--- src/rtl/clk_marker_gen_pkg.sv ---
// Shared definitions for the clock-interval timer marker generator:
// one-hot FSM encoding and default register widths.
package clk_marker_pkg;

  localparam int CNT_W_DEF = 32;
  localparam int REP_W_DEF = 16;

  typedef enum logic [5:0] {
    ST_IDLE  = 6'b000001,
    ST_START = 6'b000010,
    ST_DELAY = 6'b000100,
    ST_STOP  = 6'b001000,
    ST_GAP   = 6'b010000,
    ST_DONE  = 6'b100000
  } state_t;

endpackage

--- src/rtl/clk_marker_gen_if.sv ---
// Control/status bundle between a sequencer (master) and clk_marker_gen (slave).
interface clk_marker_gen_if
  import clk_marker_pkg::*;
#(
  parameter int CNT_W = CNT_W_DEF,
  parameter int REP_W = REP_W_DEF
);

  logic             arm;
  logic             abort;
  logic [CNT_W-1:0] delay;
  logic [CNT_W-1:0] gap;
  logic [REP_W-1:0] n_repeat;
  logic             signal1;
  logic             signal2;
  logic             busy;
  logic             done;
  logic [REP_W-1:0] seq_count;

  modport master (
    output arm, abort, delay, gap, n_repeat,
    input  signal1, signal2, busy, done, seq_count
  );

  modport slave (
    input  arm, abort, delay, gap, n_repeat,
    output signal1, signal2, busy, done, seq_count
  );

endinterface

--- src/rtl/clk_marker_gen.sv ---
// Emits start/stop marker pairs spaced D cycles apart, repeated N times with gap G.
// Build option CLK_MARKER_SWEEP_EN: repetition i uses spacing D+i (mod 2^CNT_W).
module clk_marker_gen
  import clk_marker_pkg::*;
#(
  parameter int CNT_W = CNT_W_DEF,
  parameter int REP_W = REP_W_DEF
) (
  input  logic            clk,
  input  logic            reset,
  clk_marker_gen_if.slave bus
);

  state_t           state;
  logic [CNT_W-1:0] d_lat;
  logic [CNT_W-1:0] g_lat;
  logic [CNT_W-1:0] cnt;
  logic [CNT_W-1:0] d_next;
  logic [REP_W-1:0] n_lat;
  logic [REP_W-1:0] seq_r;
  logic             signal1_r;
  logic             signal2_r;
  logic             busy_r;
  logic             done_r;
  logic             last_pair;
  logic             gap_short;

  function automatic logic [REP_W-1:0] sat_inc(input logic [REP_W-1:0] v);
    return (&v) ? v : v + REP_W'(1);
  endfunction

  function automatic logic [REP_W-1:0] eff_repeat(input logic [REP_W-1:0] n);
    return (n == '0) ? REP_W'(1) : n;
  endfunction

`ifdef CLK_MARKER_SWEEP_EN
  assign d_next = d_lat + CNT_W'(1);
`else
  assign d_next = d_lat;
`endif

  // seq_r already counts the stop marker being emitted in START(D=0)/STOP
  assign last_pair = (seq_r == n_lat);
  assign gap_short = (g_lat <= CNT_W'(1));

  always_ff @(posedge clk or negedge reset) begin
    if (!reset) begin
      state     <= ST_IDLE;
      d_lat     <= '0;
      g_lat     <= '0;
      n_lat     <= '0;
      cnt       <= '0;
      seq_r     <= '0;
      signal1_r <= 1'b0;
      signal2_r <= 1'b0;
      busy_r    <= 1'b0;
      done_r    <= 1'b0;
    end else begin
      signal1_r <= 1'b0;
      signal2_r <= 1'b0;
      done_r    <= 1'b0;
      if (bus.abort && state != ST_IDLE) begin
        state  <= ST_IDLE;
        busy_r <= 1'b0;
      end else begin
        case (state)
          ST_IDLE: begin
            if (bus.arm && !bus.abort) begin
              d_lat     <= bus.delay;
              g_lat     <= bus.gap;
              n_lat     <= eff_repeat(bus.n_repeat);
              busy_r    <= 1'b1;
              signal1_r <= 1'b1;
              state     <= ST_START;
              if (bus.delay == '0) begin
                signal2_r <= 1'b1;
                seq_r     <= REP_W'(1);
              end else begin
                seq_r <= '0;
              end
            end
          end
          ST_START, ST_STOP: begin
            if (state == ST_START && d_lat != '0) begin
              if (d_lat == CNT_W'(1)) begin
                signal2_r <= 1'b1;
                seq_r     <= sat_inc(seq_r);
                state     <= ST_STOP;
              end else begin
                cnt   <= d_lat - CNT_W'(2);
                state <= ST_DELAY;
              end
            end else if (last_pair) begin
              done_r <= 1'b1;
              busy_r <= 1'b0;
              state  <= ST_DONE;
            end else if (gap_short) begin
              d_lat     <= d_next;
              signal1_r <= 1'b1;
              state     <= ST_START;
              if (d_next == '0) begin
                signal2_r <= 1'b1;
                seq_r     <= sat_inc(seq_r);
              end
            end else begin
              cnt   <= g_lat - CNT_W'(2);
              state <= ST_GAP;
            end
          end
          ST_DELAY: begin
            if (cnt == '0) begin
              signal2_r <= 1'b1;
              seq_r     <= sat_inc(seq_r);
              state     <= ST_STOP;
            end else begin
              cnt <= cnt - CNT_W'(1);
            end
          end
          ST_GAP: begin
            if (cnt == '0) begin
              d_lat     <= d_next;
              signal1_r <= 1'b1;
              state     <= ST_START;
              if (d_next == '0) begin
                signal2_r <= 1'b1;
                seq_r     <= sat_inc(seq_r);
              end
            end else begin
              cnt <= cnt - CNT_W'(1);
            end
          end
          ST_DONE:  state <= ST_IDLE;
          default:  state <= ST_IDLE;
        endcase
      end
    end
  end

  assign bus.signal1   = signal1_r;
  assign bus.signal2   = signal2_r;
  assign bus.busy      = busy_r;
  assign bus.done      = done_r;
  assign bus.seq_count = seq_r;

endmodule

--- src/flat_wrapper.sv ---
// flat-port wrapper written by rule: the top's interface ports become plain ports
module clk_marker_gen_flat import clk_marker_pkg::*;
#(
  parameter int CNT_W = CNT_W_DEF,
  parameter int REP_W = REP_W_DEF
)
  (clk, reset, bus_arm, bus_abort, bus_delay, bus_gap, bus_n_repeat, bus_signal1, bus_signal2, bus_busy, bus_done, bus_seq_count);
  clk_marker_gen_if #(.CNT_W(CNT_W), .REP_W(REP_W)) bus_i ();
  input  logic clk;
  input  logic reset;
  input wire logic [$bits(bus_i.arm)-1:0] bus_arm;
  input wire logic [$bits(bus_i.abort)-1:0] bus_abort;
  input wire logic [$bits(bus_i.delay)-1:0] bus_delay;
  input wire logic [$bits(bus_i.gap)-1:0] bus_gap;
  input wire logic [$bits(bus_i.n_repeat)-1:0] bus_n_repeat;
  output wire logic [$bits(bus_i.signal1)-1:0] bus_signal1;
  output wire logic [$bits(bus_i.signal2)-1:0] bus_signal2;
  output wire logic [$bits(bus_i.busy)-1:0] bus_busy;
  output wire logic [$bits(bus_i.done)-1:0] bus_done;
  output wire logic [$bits(bus_i.seq_count)-1:0] bus_seq_count;
  assign bus_i.arm = bus_arm;
  assign bus_i.abort = bus_abort;
  assign bus_i.delay = bus_delay;
  assign bus_i.gap = bus_gap;
  assign bus_i.n_repeat = bus_n_repeat;
  assign bus_signal1 = bus_i.signal1;
  assign bus_signal2 = bus_i.signal2;
  assign bus_busy = bus_i.busy;
  assign bus_done = bus_i.done;
  assign bus_seq_count = bus_i.seq_count;
  clk_marker_gen #(.CNT_W(CNT_W), .REP_W(REP_W)) u_core (.clk(clk), .reset(reset), .bus(bus_i));
endmodule
--- config.mk ---
export PLATFORM = sky130hd
export DESIGN_NAME = clk_marker_gen_flat
export DESIGN_NICKNAME = d
export VERILOG_FILES = /design/src/rtl/clk_marker_gen_pkg.sv /design/src/rtl/clk_marker_gen_if.sv /design/src/rtl/clk_marker_gen.sv /design/src/flat_wrapper.sv
export SDC_FILE = /design/constraint.sdc
export NUM_CORES = 1
export LEC_CHECK = 0
export BUFFER_PORTS_ARGS = -buffer_cell sky130_fd_sc_hd__buf_2
export CELL_PAD_IN_SITES_DETAIL_PLACEMENT = 2
export CELL_PAD_IN_SITES_GLOBAL_PLACEMENT = 2
export CORE_MARGIN = 10
export CORE_UTILIZATION = 30
export DETAILED_ROUTE_END_ITERATION = 6
export PLACE_DENSITY = 0.78
export SYNTH_ARGS = -nofsm -noshare
export SYNTH_HDL_FRONTEND = slang
export SYNTH_SLANG_ARGS = --single-unit
--- constraint.sdc ---
create_clock -name clk -period 3.94 [get_ports clk]
set_input_delay 0.394 -clock clk [delete_from_list [all_inputs] [get_ports clk]]
set_output_delay 0.394 -clock clk [all_outputs]
set_load 0.1 [all_outputs]
# Word-level counts from Yosys, hierarchy flattened

Index checks and enable logic that the tools add are counted.

Bits in latches: 0
Bits of input ports: 84
Memories: 0
RAM bits: 0
ROM bits: 0
Flip-flop bits (word level): 138
Word-level logic and storage cells: 111

Bitwise logic cells: 1
Multipliers: 0
Reduce and logical (&&, ||, !) cells: 20
Divide/modulo/power cells: 0
Equality and inequality tests: 22
Order comparisons: 1
Shift-type cells: 0
$add $sub $neg: 4
Muxes and demuxes: 53

Operators by type and width:

| operator                | number |
|---|---|
| $mux W16                | 10 |
| $mux W32                | 5 |
| $logic_not A32 Y1       | 3 |
| $pmux W16 S4            | 1 |
| $pmux W32 S2            | 1 |
| $sub A32 B2 Y32 const B | 2 |
| $mux W6                 | 6 |
| $eq A32 B1 Y1 const B   | 1 |
| $le A32 B1 Y1 const B   | 1 |
| $reduce_bool A32 Y1     | 1 |
| $sub A32 B1 Y32 const B | 1 |
| $mux W1                 | 24 |
| $pmux W6 S4             | 1 |
| $add A16 B1 Y16 const B | 1 |
| $eq A16 B16 Y1          | 1 |
| $logic_not A16 Y1       | 1 |
| $reduce_and A16 Y1      | 1 |
| $ne A3 B1 Y1 const B    | 5 |
| $ne A3 B3 Y1 const B    | 4 |
| $reduce_and A8 Y1       | 1 |
| $eq A6 B1 Y1 const B    | 1 |
| $eq A6 B2 Y1 const B    | 1 |
| $eq A6 B3 Y1 const B    | 1 |
| $eq A6 B4 Y1 const B    | 1 |
| 20 further kinds        | 26 |

# Longest topological paths before layout

Word-level depth: 7
Gate-level depth with buffers: 18

# Least setup slack after synthesis

No wires, ideal clock.

Kind: register to register
From: register u_core.d_lat[23]
To: register u_core.cnt[25]
Clock period less this slack: 4.349 ns
Arrival time: 4.228 ns
Library setup time: 0.121 ns
Required time: 3.819 ns
Buffers on the path: 4
Path slack: -0.409 ns
Stages on the path, launching flop included: 19
Cell sequence: dfrtp_1 > or4_1 > nor4_2 > nand4bb_1 > buf_2 > nand2_1 > buf_4 > buf_2 > mux2i_1 > ha_1 > nand2b_1 > or4_1 > clkbuf_1 > or4_1 > xor2_1 > nand2_1 > a21oi_1 > a31oi_1 > o22a_1

Word-level cells in the longest chain between the ends: 4
Elaborated cells on any way between the ends: 11

RTL lines:

| what                                                   | line                                       | RTL |
|---|---|---|
| from (decl)                                            | clk_marker_gen.sv:15                       | `logic [CNT_W-1:0] d_lat;` |
| from (signal assigned)                                 | clk_marker_gen.sv:69                       | `d_lat <= bus.delay;` |
| from (signal assigned)                                 | clk_marker_gen.sv:98                       | `d_lat <= d_next;` |
| from (signal assigned)                                 | clk_marker_gen.sv:121                      | `d_lat <= d_next;` |
| $sub A32 B2 Y32 or $reduce_bool A32 Y1 (tied branches) | clk_marker_gen.sv:90, clk_marker_gen.sv:84 |  |
| $mux W32 or $logic_and A1 B1 Y1 (tied branches)        | clk_marker_gen.sv:85, clk_marker_gen.sv:84 |  |
| $mux W32 or $ne A3 B3 Y1 (tied branches)               | --                                         |  |
| $pmux W32 S2 or $reduce_and A6 Y1 (tied branches)      | --                                         |  |
| to (signal assigned)                                   | clk_marker_gen.sv:90                       | `cnt <= d_lat - CNT_W'(2);` |
| to (signal assigned)                                   | clk_marker_gen.sv:106                      | `cnt <= g_lat - CNT_W'(2);` |
| to (signal assigned)                                   | clk_marker_gen.sv:116                      | `cnt <= cnt - CNT_W'(1);` |
| to (decl)                                              | clk_marker_gen.sv:17                       | `logic [CNT_W-1:0] cnt;` |

Parallel ways exist; a longest one is shown, timed or not. The select of a mux whose other input is x is not followed.
A chain may end at the register's enable or synchronous reset.

# Final worst setup path

From: register u_core.d_lat[29]
To: register u_core.cnt[25]

Word-level cells in the longest chain between the ends: 4
Elaborated cells on any way between the ends: 9

RTL lines:

| what                                                               | line                 | RTL |
|---|---|---|
| $reduce_bool A32 Y1                                                | clk_marker_gen.sv:84 | `if (state == ST_START && d_lat != '0) begin` |
| $logic_and A1 B1 Y1                                                | clk_marker_gen.sv:84 |  |
| $ne A3 B3 Y1 (no source line) or $mux W32 (tied branches)          | --                   |  |
| $reduce_and A6 Y1 (no source line) or $pmux W32 S2 (tied branches) | --                   |  |

Parallel ways exist; a longest one is shown, timed or not.

==> summary.txt <==
Pwr Density: 507.6 mW/mm^2
FP Rows: 61
routed vias/inst: 5.533
ys async rst share: 100.0%
R2R Path End: u_core.cnt[25]
CTS buffer count: 17
Hold Vio Cnt, Final: 0
share of layout cells above drive strength 1: 19.68%
minimum clock period: 3958 ps
Post-route DRC: 0
# IOs: 104
Slew Viols, Final: 0
Seq/Total Area, Yosys: 40.98%
Slew @ Worst Pin: 1104 ps
Clock transition at path regs: 70 ps
Critical Path AT: 4290 ps
TritonCTS clock tree: done
fin util: 37.23%
die area: 0.03521 mm^2
core area: 0.02778 mm^2
largest net degree at the start of global routing: 80
Post-synth EDFFs: 0
CTS root buffer: clkbuf_16
vias: 8643
status: complete, but fails checks
worst hold path class: input pin to asynchronous set/reset pin
Routed WL: 35.45 mm
commonest cells in the netlist: nand2_1, dfrtp_1, nor2_1, a21oi_1, o21ai_0
failing checks: negative setup slack
post-DP HPWL: 25.11 mm
clock sinks: 138
First-pass DRT Iterations: 5
share of the synthesized area in the top cell type: 40.66%
Post-DP Area: 0.009624 mm^2
Max FO, Critical Path: 4
antenna cells: 0
Die Width: 187.6 um
GRT Residual Overflow: 0
Final Setup Violations: 1
count leader, synth: nand2_1
Fin Hold WS: 12.76 ps
Yosys warning total: 0
worst r2r path cells: 14
H-Tree Depth: 4
reg2reg start: u_core.d_lat[29]
Nets: 1258
Cells after Synth: 1049
kind of critical path: flop to flop
initial antenna violation count: 0
antenna-violating nets left: 0
CP startpoint kind: flop
Syn Nets: 1136
setup slack at placement: -78.35 ps
relative max-transition margin: 26.30%
worst vdd ir: 0.2196 mV
worst-skew pair later-pin latency: 450 ps
Tcrit/Tclk final: 100.5%
vias in the first global route: 9499
unrepaired setup endpoints after global routing: yes
starting density of the core: 30.35%
Synth Flop Type: dfrtp_1
Port Buffer Count: 103
Yosys cell types: 75
die height: 187.6 um
first-pass GRT wire length: 55.61 mm
Max-Cap Viols: 0
setup slack, reg-to-reg: -20 ps
largest area contributor in the netlist: dfrtp_1
Layout area overhead: 22.68%
WL/cell: 22.69 um
CTS Hold Bufs: 0
Req. time, crit path: 4270 ps
synth top area cells: dfrtp_1, nand2_1, nor2_1, a21oi_1, xnor2_1
Clock Skew: 13.55 ps
fmax: 252.6 MHz
synthesized area: 0.008431 mm^2
Design Area, Final: 0.01034 mm^2
Final WS setup: -18.42 ps
Critical Path End Type: flop
GPL Wtd Cong: 0.8541
Avg Inst Size Synth: 8.037 um^2
GRT Util Overall: 19.60%
Yosys reg bits: 138
leakage: 4.699 nW
First DRT Iteration DRCs: 607
CTS max path bufs: 2
[report_power, final]
part           internal (mW)  switching [mW]  total [mW]
combinational          0.562           0.837        1.40
sequential              1.73           0.439        2.17
clock                  0.907           0.777        1.68
[kinds of logic after synthesis]
group           synth area share, %
simple gates                  32.41
compound gates                14.20
flops                         40.98
buf+inv                       3.517
xor+xnor                      6.545
mux                           1.900
fa+ha+maj                    0.4453
[metal layers]
metal  wire length [um]  track usage (%)  vias up  share of wire [%]
li1                   -                -     3933                  -
met4                755            5.754        0                2.1
met2              17030            32.27      232                 48
met5                  0                0        -                  0
met3               1560            3.302       51                4.4
met1              16110            25.78     4427                 45
[sequential cells by signal, indices dropped and copies added, names as in the netlist]
| register | cells |
|---|---|
| u_core.bus.signal1 | 1 |
| u_core.d_lat | 32 |
| u_core.bus.busy | 1 |
| u_core.n_lat | 16 |
| u_core.cnt | 32 |
| u_core.bus.signal2 | 1 |
| u_core.bus.done | 1 |
| u_core.state | 6 |
| u_core.bus.seq_count | 16 |
| u_core.g_lat | 32 |
[final cells by class]
| cell class | instances | area (um^2) |
|---|---|---|
| Clock inverter | 15 | 167.7 |
| Inverter | 12 | 45.04 |
| Multi-Input combinational cell | 842 | 4788 |
| Tap cell | 378 | 473.0 |
| Sequential cell | 138 | 3456 |
| Timing Repair Buffer | 160 | 987.2 |
| Fill cell | 3227 | 17440 |
| Clock buffer | 17 | 425.4 |
[critical path, stage by stage, from the launching register on]
cell,delay (ps)
dfrtp_2,420
or4_4,550
nor4_4,270
nand4bb_1,240
nand2_4,190
mux2i_4,270
ha_4,180
nand2b_4,70
or4_4,440
or4_4,440
xor2_1,190
nand2_1,90
a21oi_2,200
a31oi_1,60
o22a_1,220
[placed cells by master, fill, tap and decap left out, types with 29 or more instances in the layout]
cell type and count:
a21oi_1 60, buf_2 102, buf_4 54, dfrtp_1 136, nand2_1 295, nor2_1 82
nor3_1 40, o21ai_0 45, xnor2_1 34, xor2_1 29
[what timing repair did]
| item | CTS | global route |
|---|---|---|
| gates resized for setup | 5 | 10 |
| gates cloned | 0 | 0 |
| setup buffers | 1 | 5 |
| pin swaps | 3 | 7 |
| endpoints found under the setup margin | 6 | 9 |
[per-stage QoR]
step                setup TNS [ps]  std cells  power [mW]
floorplan                   -95.22       1049       2.857
global placement                 0       1524       3.371
detailed placement          -89.95       1524       3.463
CTS                              0       1557       5.209
global route                -567.9       1562       5.527
finish                      -18.42       1562       5.250
[how the worst max path moves through the flow]
stage | start | to | slack (ps) | cells past startpoint
6_report | u_core.d_lat[29] | u_core.cnt[25] | -20 | 14
5_1_grt | u_core.d_lat[4] | u_core.cnt[25] | -130 | 14
4_1_cts | u_core.d_lat[22] | u_core.cnt[25] | 7 | 14
3_5_place_dp | u_core.d_lat[18] | u_core.cnt[25] | -80 | 14
3_3_place_gp | u_core.d_lat[22] | u_core.cnt[25] | 110 | 14
2_1_floorplan | u_core.d_lat[22] | u_core.cnt[25] | -100 | 18
Power figures use the tool's default switching activity.
